--- config.mk ---
export PLATFORM = sky130hd
export DESIGN_NAME = decrip_rx
export DESIGN_NICKNAME = d
export VERILOG_FILES = /design/src/rtl/decrip_pkg.sv /design/src/rtl/decrip_fifo.sv /design/src/rtl/decrip_rx.sv
export SDC_FILE = /design/constraint.sdc
export NUM_CORES = 1
export LEC_CHECK = 0
export CAP_MARGIN = 15
export CELL_PAD_IN_SITES_DETAIL_PLACEMENT = 0
export CELL_PAD_IN_SITES_GLOBAL_PLACEMENT = 2
export CORE_ASPECT_RATIO = 0.6
export CORE_UTILIZATION = 35
export CTS_BUF_LIST = sky130_fd_sc_hd__clkbuf_2 sky130_fd_sc_hd__clkbuf_4 sky130_fd_sc_hd__clkbuf_8
export DETAILED_ROUTE_END_ITERATION = 8
export PLACE_DENSITY_LB_ADDON = 0.1
export SLEW_MARGIN = 5
export SYNTH_ARGS = -nofsm -noshare
export SYNTH_HDL_FRONTEND = slang
export SYNTH_SLANG_ARGS = --single-unit
--- constraint.sdc ---
create_clock -name CLK -period 4.1 [get_ports CLK]
set_input_delay 0.82 -clock CLK [delete_from_list [all_inputs] [get_ports CLK]]
set_output_delay 0.82 -clock CLK [all_outputs]
set_load 0.01 [all_outputs]
--- src/rtl/decrip_pkg.sv ---
// decrip_pkg: shared constants and the inverse code table for the 3-to-5-bit
// symbol decryptor (decrip_rx).
//   CODE_W / DATA_W : encrypted code width and decoded data width
//   C_Dn            : the 5-bit code that carries data value n
//   decode_code()   : maps a 5-bit code to {valid, data}; unknown codes give
//                     valid=0, data=0
package decrip_pkg;

  localparam int unsigned CODE_W = 5;
  localparam int unsigned DATA_W = 3;

  localparam logic [CODE_W-1:0] C_D0 = 5'd6;
  localparam logic [CODE_W-1:0] C_D1 = 5'd5;
  localparam logic [CODE_W-1:0] C_D2 = 5'd10;
  localparam logic [CODE_W-1:0] C_D3 = 5'd16;
  localparam logic [CODE_W-1:0] C_D4 = 5'd1;
  localparam logic [CODE_W-1:0] C_D5 = 5'd8;
  localparam logic [CODE_W-1:0] C_D6 = 5'd11;
  localparam logic [CODE_W-1:0] C_D7 = 5'd20;

  typedef struct packed {
    logic              valid;
    logic [DATA_W-1:0] data;
  } decode_t;

  function automatic decode_t decode_code(input logic [CODE_W-1:0] code);
    decode_t r;
    r = '0;
    r.valid = 1'b1;
    case (code)
      C_D0:    r.data = 3'd0;
      C_D1:    r.data = 3'd1;
      C_D2:    r.data = 3'd2;
      C_D3:    r.data = 3'd3;
      C_D4:    r.data = 3'd4;
      C_D5:    r.data = 3'd5;
      C_D6:    r.data = 3'd6;
      C_D7:    r.data = 3'd7;
      default: r.valid = 1'b0;
    endcase
    return r;
  endfunction

endpackage

--- src/rtl/decrip_fifo.sv ---
// decrip_fifo: synchronous FIFO with a registered head word.
//   clk_i   : clock, rising edge
//   rst_ni  : synchronous active-low reset (empties the FIFO)
//   push_i  : write data_i this edge (ignored when full)
//   pop_i   : drop the head entry this edge (ignored when empty)
//   data_i  : write data
//   head_o  : head entry, 0 when empty (register output)
//   valid_o : FIFO not empty (register output)
//   full_o  : FIFO holds DEPTH entries (register output)
// DEPTH must be a power of two so the pointers wrap naturally.
module decrip_fifo
  import decrip_pkg::*;
#(
  parameter int unsigned DEPTH = 4,
  parameter int unsigned WIDTH = DATA_W
) (
  input  logic             clk_i,
  input  logic             rst_ni,
  input  logic             push_i,
  input  logic             pop_i,
  input  logic [WIDTH-1:0] data_i,
  output logic [WIDTH-1:0] head_o,
  output logic             valid_o,
  output logic             full_o
);

  localparam int unsigned PW = (DEPTH > 1) ? $clog2(DEPTH) : 1;
  localparam int unsigned CW = $clog2(DEPTH + 1);

  logic [WIDTH-1:0] mem_q [DEPTH];
  logic [PW-1:0]    wr_ptr_q, wr_ptr_d;
  logic [PW-1:0]    rd_ptr_q, rd_ptr_d;
  logic [CW-1:0]    cnt_q, cnt_d;
  logic [WIDTH-1:0] head_q, head_d;
  logic             valid_q, valid_d;
  logic             full_q, full_d;
  logic             do_push, do_pop;

  always_comb begin
    do_push  = push_i && !full_q;
    do_pop   = pop_i && valid_q;
    wr_ptr_d = wr_ptr_q;
    rd_ptr_d = rd_ptr_q;
    cnt_d    = cnt_q;
    if (do_push) wr_ptr_d = wr_ptr_q + PW'(1);
    if (do_pop)  rd_ptr_d = rd_ptr_q + PW'(1);
    case ({do_push, do_pop})
      2'b10:   cnt_d = cnt_q + CW'(1);
      2'b01:   cnt_d = cnt_q - CW'(1);
      default: cnt_d = cnt_q;
    endcase
    valid_d = (cnt_d != '0);
    full_d  = (cnt_d == CW'(DEPTH));
    // Next head: if the slot it lands on is being written this same edge the
    // memory does not hold it yet, so bypass the incoming word.
    head_d = '0;
    if (valid_d) begin
      if (do_push && (wr_ptr_q == rd_ptr_d)) head_d = data_i;
      else                                   head_d = mem_q[rd_ptr_d];
    end
  end

  always_ff @(posedge clk_i) begin
    if (!rst_ni) begin
      wr_ptr_q <= '0;
      rd_ptr_q <= '0;
      cnt_q    <= '0;
      head_q   <= '0;
      valid_q  <= 1'b0;
      full_q   <= 1'b0;
    end else begin
      wr_ptr_q <= wr_ptr_d;
      rd_ptr_q <= rd_ptr_d;
      cnt_q    <= cnt_d;
      head_q   <= head_d;
      valid_q  <= valid_d;
      full_q   <= full_d;
    end
  end

  always_ff @(posedge clk_i) begin
    if (do_push) mem_q[wr_ptr_q] <= data_i;
  end

  assign head_o  = head_q;
  assign valid_o = valid_q;
  assign full_o  = full_q;

endmodule

--- src/rtl/decrip_rx.sv ---
// decrip_rx: receive-side decoder for the 3-to-5-bit symbol encryptor.
// Decodes each sampled 5-bit code, queues valid results in a FIFO for a
// ready/valid consumer, drops and reports invalid codes, flags overflow.
//   CLK    : clock, rising edge
//   nRST   : synchronous active-low reset
//   Vin    : ECRi valid this cycle
//   ECRi   : encrypted 5-bit code
//   Rdy    : downstream ready
//   Dout   : decoded data at FIFO head (0 when empty)
//   Vout   : Dout valid
//   Full   : FIFO holds DEPTH entries
//   Err    : one-cycle pulse per invalid code sampled on the previous edge
//   Ovf    : sticky, a valid code was lost because the FIFO was full
//   ErrCnt : saturating invalid-code count
// Build option: define DECRIP_ERRCNT_EN to build the ErrCnt counter;
// otherwise ErrCnt is tied to 0.
module decrip_rx
  import decrip_pkg::*;
#(
  parameter int unsigned DEPTH = 4
) (
  input  logic              CLK,
  input  logic              nRST,
  input  logic              Vin,
  input  logic [CODE_W-1:0] ECRi,
  input  logic              Rdy,
  output logic [DATA_W-1:0] Dout,
  output logic              Vout,
  output logic              Full,
  output logic              Err,
  output logic              Ovf,
  output logic [7:0]        ErrCnt
);

  decode_t dec;
  logic    push, lost, bad;
  logic    err_q, err_d;
  logic    ovf_q, ovf_d;

  always_comb begin
    dec   = decode_code(ECRi);
    // Full reflects current occupancy, so a same-cycle pop never makes room.
    push  = Vin && dec.valid && !Full;
    lost  = Vin && dec.valid && Full;
    bad   = Vin && !dec.valid;
    err_d = bad;
    ovf_d = ovf_q | lost;
  end

  decrip_fifo #(
    .DEPTH (DEPTH),
    .WIDTH (DATA_W)
  ) u_fifo (
    .clk_i   (CLK),
    .rst_ni  (nRST),
    .push_i  (push),
    .pop_i   (Rdy),
    .data_i  (dec.data),
    .head_o  (Dout),
    .valid_o (Vout),
    .full_o  (Full)
  );

  always_ff @(posedge CLK) begin
    if (!nRST) begin
      err_q <= 1'b0;
      ovf_q <= 1'b0;
    end else begin
      err_q <= err_d;
      ovf_q <= ovf_d;
    end
  end

  assign Err = err_q;
  assign Ovf = ovf_q;

`ifdef DECRIP_ERRCNT_EN
  logic [7:0] errcnt_q, errcnt_d;

  always_comb begin
    errcnt_d = errcnt_q;
    if (bad && (errcnt_q != '1)) errcnt_d = errcnt_q + 8'd1;
  end

  always_ff @(posedge CLK) begin
    if (!nRST) errcnt_q <= '0;
    else       errcnt_q <= errcnt_d;
  end

  assign ErrCnt = errcnt_q;
`else
  assign ErrCnt = '0;
`endif

endmodule

==> Yosys cells after proc, flatten, opt, wreduce, memory -nomap -nowiden <==
Memory sizes are Yosys's and may differ from the RTL's. A register that Yosys moved wholly into a read port is not among the register bits.
Cells that the tools add are included.
{ "totals": {"mem_bits_rw": 12, "regBits": 11, "elab_cells": 42, "memories": 1, "output_inout_bits": 15} }
{ "op_classes": {"n_eq_ne": 11, "reduce_logical": 12, "muxes": 6, "n_addsub": 4, "bitwise_logic": 1} }
{ "memory_table": {"columns": ["memory", "depth", "word_bits", "rd", "rd_ports_with_merged_regs", "write_ports", "line_no", "rtl"], "rows": [
  ["u_fifo.mem_q", 4, 3, 1, 1, 1, "decrip_fifo.sv:30", "logic [WIDTH-1:0] mem_q [DEPTH];"]
]} }
{ "op_table": {"columns": ["cell", "n"], "rows": [
  ["case mux 3 bit (7 select lines)", 1],
  ["equality test 5 x 4 -> 1 bit, second input constant", 3],
  ["equality test 5 x 3 -> 1 bit, second input constant", 2],
  ["equality test 5 bit, second input constant", 2],
  ["OR reduction 8 bit", 1],
  ["logical AND 1 bit", 6],
  ["case mux 3 bit (2 select lines)", 1],
  ["equality test 5 x 1 -> 1 bit, second input constant", 1],
  ["adder 2 x 1 -> 2 bit, second input constant", 2],
  ["adder 3 x 1 -> 3 bit, second input constant", 1],
  ["equality test 3 bit, second input constant", 1],
  ["logical NOT 1 bit", 3],
  ["two-way mux 1 bit", 3],
  ["nonzero test 3 bit", 1],
  ["subtractor 3 x 1 -> 3 bit, second input constant", 1],
  ["equality test 2 x 1 -> 1 bit, second input constant", 1],
  ["equality test 2 bit, second input constant", 1],
  ["two-way mux 2 bit", 1],
  ["AND reduction 2 bit", 1],
  ["OR 1 bit", 1]
]} }

==> Longest topological paths before layout <==
{ "logic_depth": {"depth_word": 11, "mapped_depth": 14, "ltp_nobuf": 12} }

==> By module <==
A second synthesis with hierarchy kept.
{ "hier_totals": {"cells_unflattened": 145, "area_unflattened_um2": 1482.7} }
{ "modules_own_cells": {"columns": ["module", "area_per_inst_um2", "instances", "cells_per_inst", "seq_area_each_um2"], "rows": [
  ["decrip_fifo", 1227.4, 1, 111, 600.6],
  ["decrip_rx", 255.2, 1, 34, 40.0]
]} }

==> Least setup slack after synthesis <==
No wires, ideal clock.
{ "synth_path": {"path_kind": "input -> register", "start": "input ECRi[3]", "end": "register u_fifo.head_q[2], in the netlist u_fifo.head_o[2], read port of u_fifo.mem_q", "path_buffers": 2, "setup_time_ns": 0.116, "path_slack_ns": 0.849, "arrival_ns": 3.135, "stages": 14, "path_cell_list": "buf_6 -> nor4b_2 -> a41oi_2 -> a21oi_2 -> buf_6 -> inv_1 -> ha_1 -> fa_1 -> xnor2_1 -> nor2_1 -> xor2_1 -> o21ai_0 -> inv_1 -> o211a_1"} }
{ "synth_via": {"elab_chain_cells": 11, "elab_cells_between_ends": 19, "cone_classes": "eq/ne: 10; mux: 2; reduce/logical: 7"} }
{ "synth_lines": {"columns": ["element", "line_no", "rtl"], "rows": [
  ["from (decl)", "decrip_rx.sv:25", "input logic [CODE_W-1:0] ECRi,"],
  ["equality test 5 bit, or another cell as far along", "decrip_pkg.sv:30", "case (code)"],
  ["OR reduction 8 bit (no source line) (*)", null, null],
  ["two-way mux 1 bit (*)", "decrip_pkg.sv:30", null],
  ["logical AND 1 bit (*) (2 in a row)", "decrip_rx.sv:43", "push = Vin && dec.valid && !Full;"],
  ["logical AND 1 bit (*)", "decrip_fifo.sv:40", "do_push = push_i && !full_q;"],
  ["equality test 2 x 1 -> 1 bit / equality test 2 bit (equally long branches)", "decrip_fifo.sv:47", "case ({do_push, do_pop})"],
  ["case mux 3 bit (2 select lines) (*)", "decrip_fifo.sv:47", null],
  ["nonzero test 3 bit (*)", "decrip_fifo.sv:52", "valid_d = (cnt_d != '0);"],
  ["AND reduction 2 bit (no source line) (*)", null, null],
  ["logical NOT 1 bit (no source line) (*)", null, null],
  ["to (decl)", "decrip_fifo.sv:34", "logic [WIDTH-1:0] head_q, head_d;"]
]} }
Every way passes the cells marked *; elsewhere a longest branch is shown, timed or not.
A chain may end at the register's enable or synchronous reset.

==> Worst setup path in the final report <==
Ends and elaborated chain as after synthesis.

==> results.json <==
{
  "crit_type": "input pin to flop",
  "rsz0062_at_grt": "false",
  "finalClockSkew_ns": 0.002736,
  "ant_nets": 0,
  "htreeDepth": 1,
  "firstDrtPassIters": 4,
  "synthesis.area_sq_um": 1505,
  "p_per_area_nw_per_um2": 369.0,
  "cts-root-buf": "clkbuf_8",
  "grt_pass1_wl_mm": 4.940,
  "synth_top_flop_cell": "dfxtp_1",
  "busiest_layer": "met2",
  "crit_fanout": 8,
  "dp_hpwl_mm": 2.359,
  "fin_hold_ws_ns": 0.5118,
  "cts_resized": 0,
  "cpMostUsedCell": "inv_1",
  "hold_viol": 0,
  "use_met2": 0.2381,
  "synth_seq_cells": 26,
  "netlist_instances": 149,
  "async_flop_share": 0,
  "antenna_found_initial": 0,
  "overflow": 0,
  "rows": 18,
  "outcome": "complete, no violations",
  "drive_gt1_frac": 0.1111,
  "cts.sinks": 26,
  "critPathSlowestCell": "clkdlybuf4s50_1",
  "cts_buffer_depth": 2,
  "path_cells": "clkdlybuf4s50_1 -> nor4b_2 -> a41oi_2 -> a21oi_2 -> inv_1 -> ha_1 -> fa_1 -> xnor2_1 -> nor2_1 -> xor2_1 -> o21ai_0 -> inv_1 -> o211a_1",
  "grt_max_degree": 17,
  "vias_per_cell": 4.946,
  "grtUsageMet3": 0.03622,
  "cp.buffers_inverters": 3,
  "core_sq_um": 4121,
  "path_clk_slew_ns": 0.09,
  "min_period_ns": 3.540,
  "placed_area_sq_um": 1665,
  "timing.fmax_mhz": 282.5,
  "die_h_um": 52.80,
  "remaining_drc_errors": 0,
  "final_common_cell": "clkdlybuf4s50_1",
  "hold_class": "flop to flop",
  "start_util": 0.3652,
  "fin_area_sq_um": 1737,
  "fin_util": 0.4214,
  "cts_tree": "yes",
  "critPathLaunchType": "input pin",
  "fin_crit_sh": 0.8635,
  "synth_edf_count": 12,
  "via_count": 1098,
  "final_max_slew_viol_count": 0,
  "gp_congestion": 0.8630,
  "ir_drop_v": 0.0002065,
  "dr.first_iter.drc_count": 52,
  "diodes": 0,
  "ios": 24,
  "final-setup-viol-count": 0,
  "track_usage": 0.1437,
  "maxCapViolCount": 0,
  "wl_per_cell_um": 13.91,
  "grt_pass1_vias": 999,
  "synth_warnings": 0,
  "end_kind": "flop",
  "clkLatencyLatePin_ns": 0.27,
  "hold_buffers": 0,
  "worstPathRequired_ns": 4.27,
  "cts-buffers-inserted": 3,
  "num-nets-final": 178,
  "p_total_uw": 640.8,
  "slowest_delay_ns": 0.56,
  "die_x_um": 86.66,
  "grt_util_met1": 0.1954,
  "numPortBuffers": 15,
  "most-common-layout-cells": "clkdlybuf4s50_1 (15), dfxtp_1 (14), edfxtp_1 (12), inv_1 (9)",
  "finalSetupTns_ns": 0,
  "critPathArrivalTime_ns": 3.71,
  "syn_to_final_growth_pct": 15.38,
  "die_area_sq_um": 4575,
  "avgSynthCellArea_sq_um": 10.10,
  "cts_setup_buffers": 0,
  "cp_top_family": "buffers and inverters",
  "yosysUniqueCellTypes": 45,
  "finalWirelength_mm": 3.087,
  "ys_seq_area_frac": 0.4256,
  "p_leak_nw": 0.7189
}
-- final timing paths --
path                  from          endpoint  slack (ns)  cells past startpoint
max                ECRi[3]  u_fifo.head_o[2]        0.56                     13
min                    Ovf               Ovf        0.51                      2
max reg2reg  u_fifo.full_o  u_fifo.head_o[2]        1.66                     11
min reg2reg            Ovf               Ovf        0.51                      2
-- worst register-to-register path: stages, from the launching register on --
cell	delay, ns
dfxtp_1	0.33
or2b_2	0.30
a21oi_2	0.14
inv_1	0.06
ha_1	0.23
fa_1	0.38
xnor2_1	0.18
nor2_1	0.07
xor2_1	0.15
o21ai_0	0.30
inv_1	0.10
o211a_1	0.12
-- power breakdown --
group | switching (mW) | internal [mW]
Combinational | 0.0670 | 0.0611
Clock | 0.0804 | 0.131
Sequential | 0.0177 | 0.284
-- metrics by stage --
stage,cells,setup slack (ns)
final,222,0.5596
after global routing,222,0.2623
after CTS,222,0.5386
after detailed placement,218,0.2468
after global placement,218,0.4089
after floorplan,156,0.8491
-- sequential cells by signal, summed over array words and instances (netlist names) --
signal and cells:
Err 1, u_fifo.cnt_q 3, u_fifo.head_o 3, u_fifo.full_o 1, u_fifo.mem_q 12, u_fifo.valid_o 1
Ovf 1, u_fifo.wr_ptr_q 2, u_fifo.rd_ptr_q 2
-- routing by layer --
| layer | routed length [um] | vias to the layer above |
|---|---|---|
| met1 | 1572 | 525 |
| met5 | 0 | - |
| li1 | - | 543 |
| met2 | 1382 | 30 |
| met4 | 0 | 0 |
| met3 | 132 | 0 |
-- synth_stat cells, types with 2 or more instances --
cell	number	share of area
and3_1	7	0.029
buf_2	2	0.0067
and2_1	3	0.012
a21oi_1	4	0.013
and2_2	5	0.025
nor2_1	5	0.012
buf_4	8	0.040
buf_6	2	0.015
a211oi_1	8	0.040
nand3_1	8	0.027
xnor2_1	4	0.023
edfxtp_1	12	0.24
dfxtp_1	14	0.19
a31oi_1	2	0.0083
a311oi_1	3	0.017
ha_1	5	0.042
nor2b_1	4	0.017
inv_1	9	0.022
clkbuf_2	2	0.0067
o21ai_0	2	0.0067
nand2b_1	4	0.017
mux2i_1	5	0.033
a221oi_1	2	0.012
nand2_1	8	0.020
-- final cells by class --
| class | count | area (sq um) |
|---|---|---|
| timing repair buffer | 17 | 165.2 |
| sequential | 26 | 640.6 |
| inverter | 9 | 33.78 |
| tap | 60 | 75.07 |
| clock buffer | 3 | 41.29 |
| fill | 392 | 2385 |
| multi-input combinational | 106 | 750.7 |
| clock inverter | 1 | 30.03 |
-- cells by family (layout without fill, tap and decap cells) --
group,Yosys count,in the layout,share of synthesized area
DFF,26,26,0.4256
AOI/OAI and AO/OA,32,32,0.1663
buffers and inverters,24,30,0.09310
adders and majority gates,6,6,0.05486
other,1,8,0.002491
muxes,5,5,0.03325
and+or+nand+nor,50,50,0.1954
xor gates and xnor gates,5,5,0.02909
(Power assumes the default switching activity.)
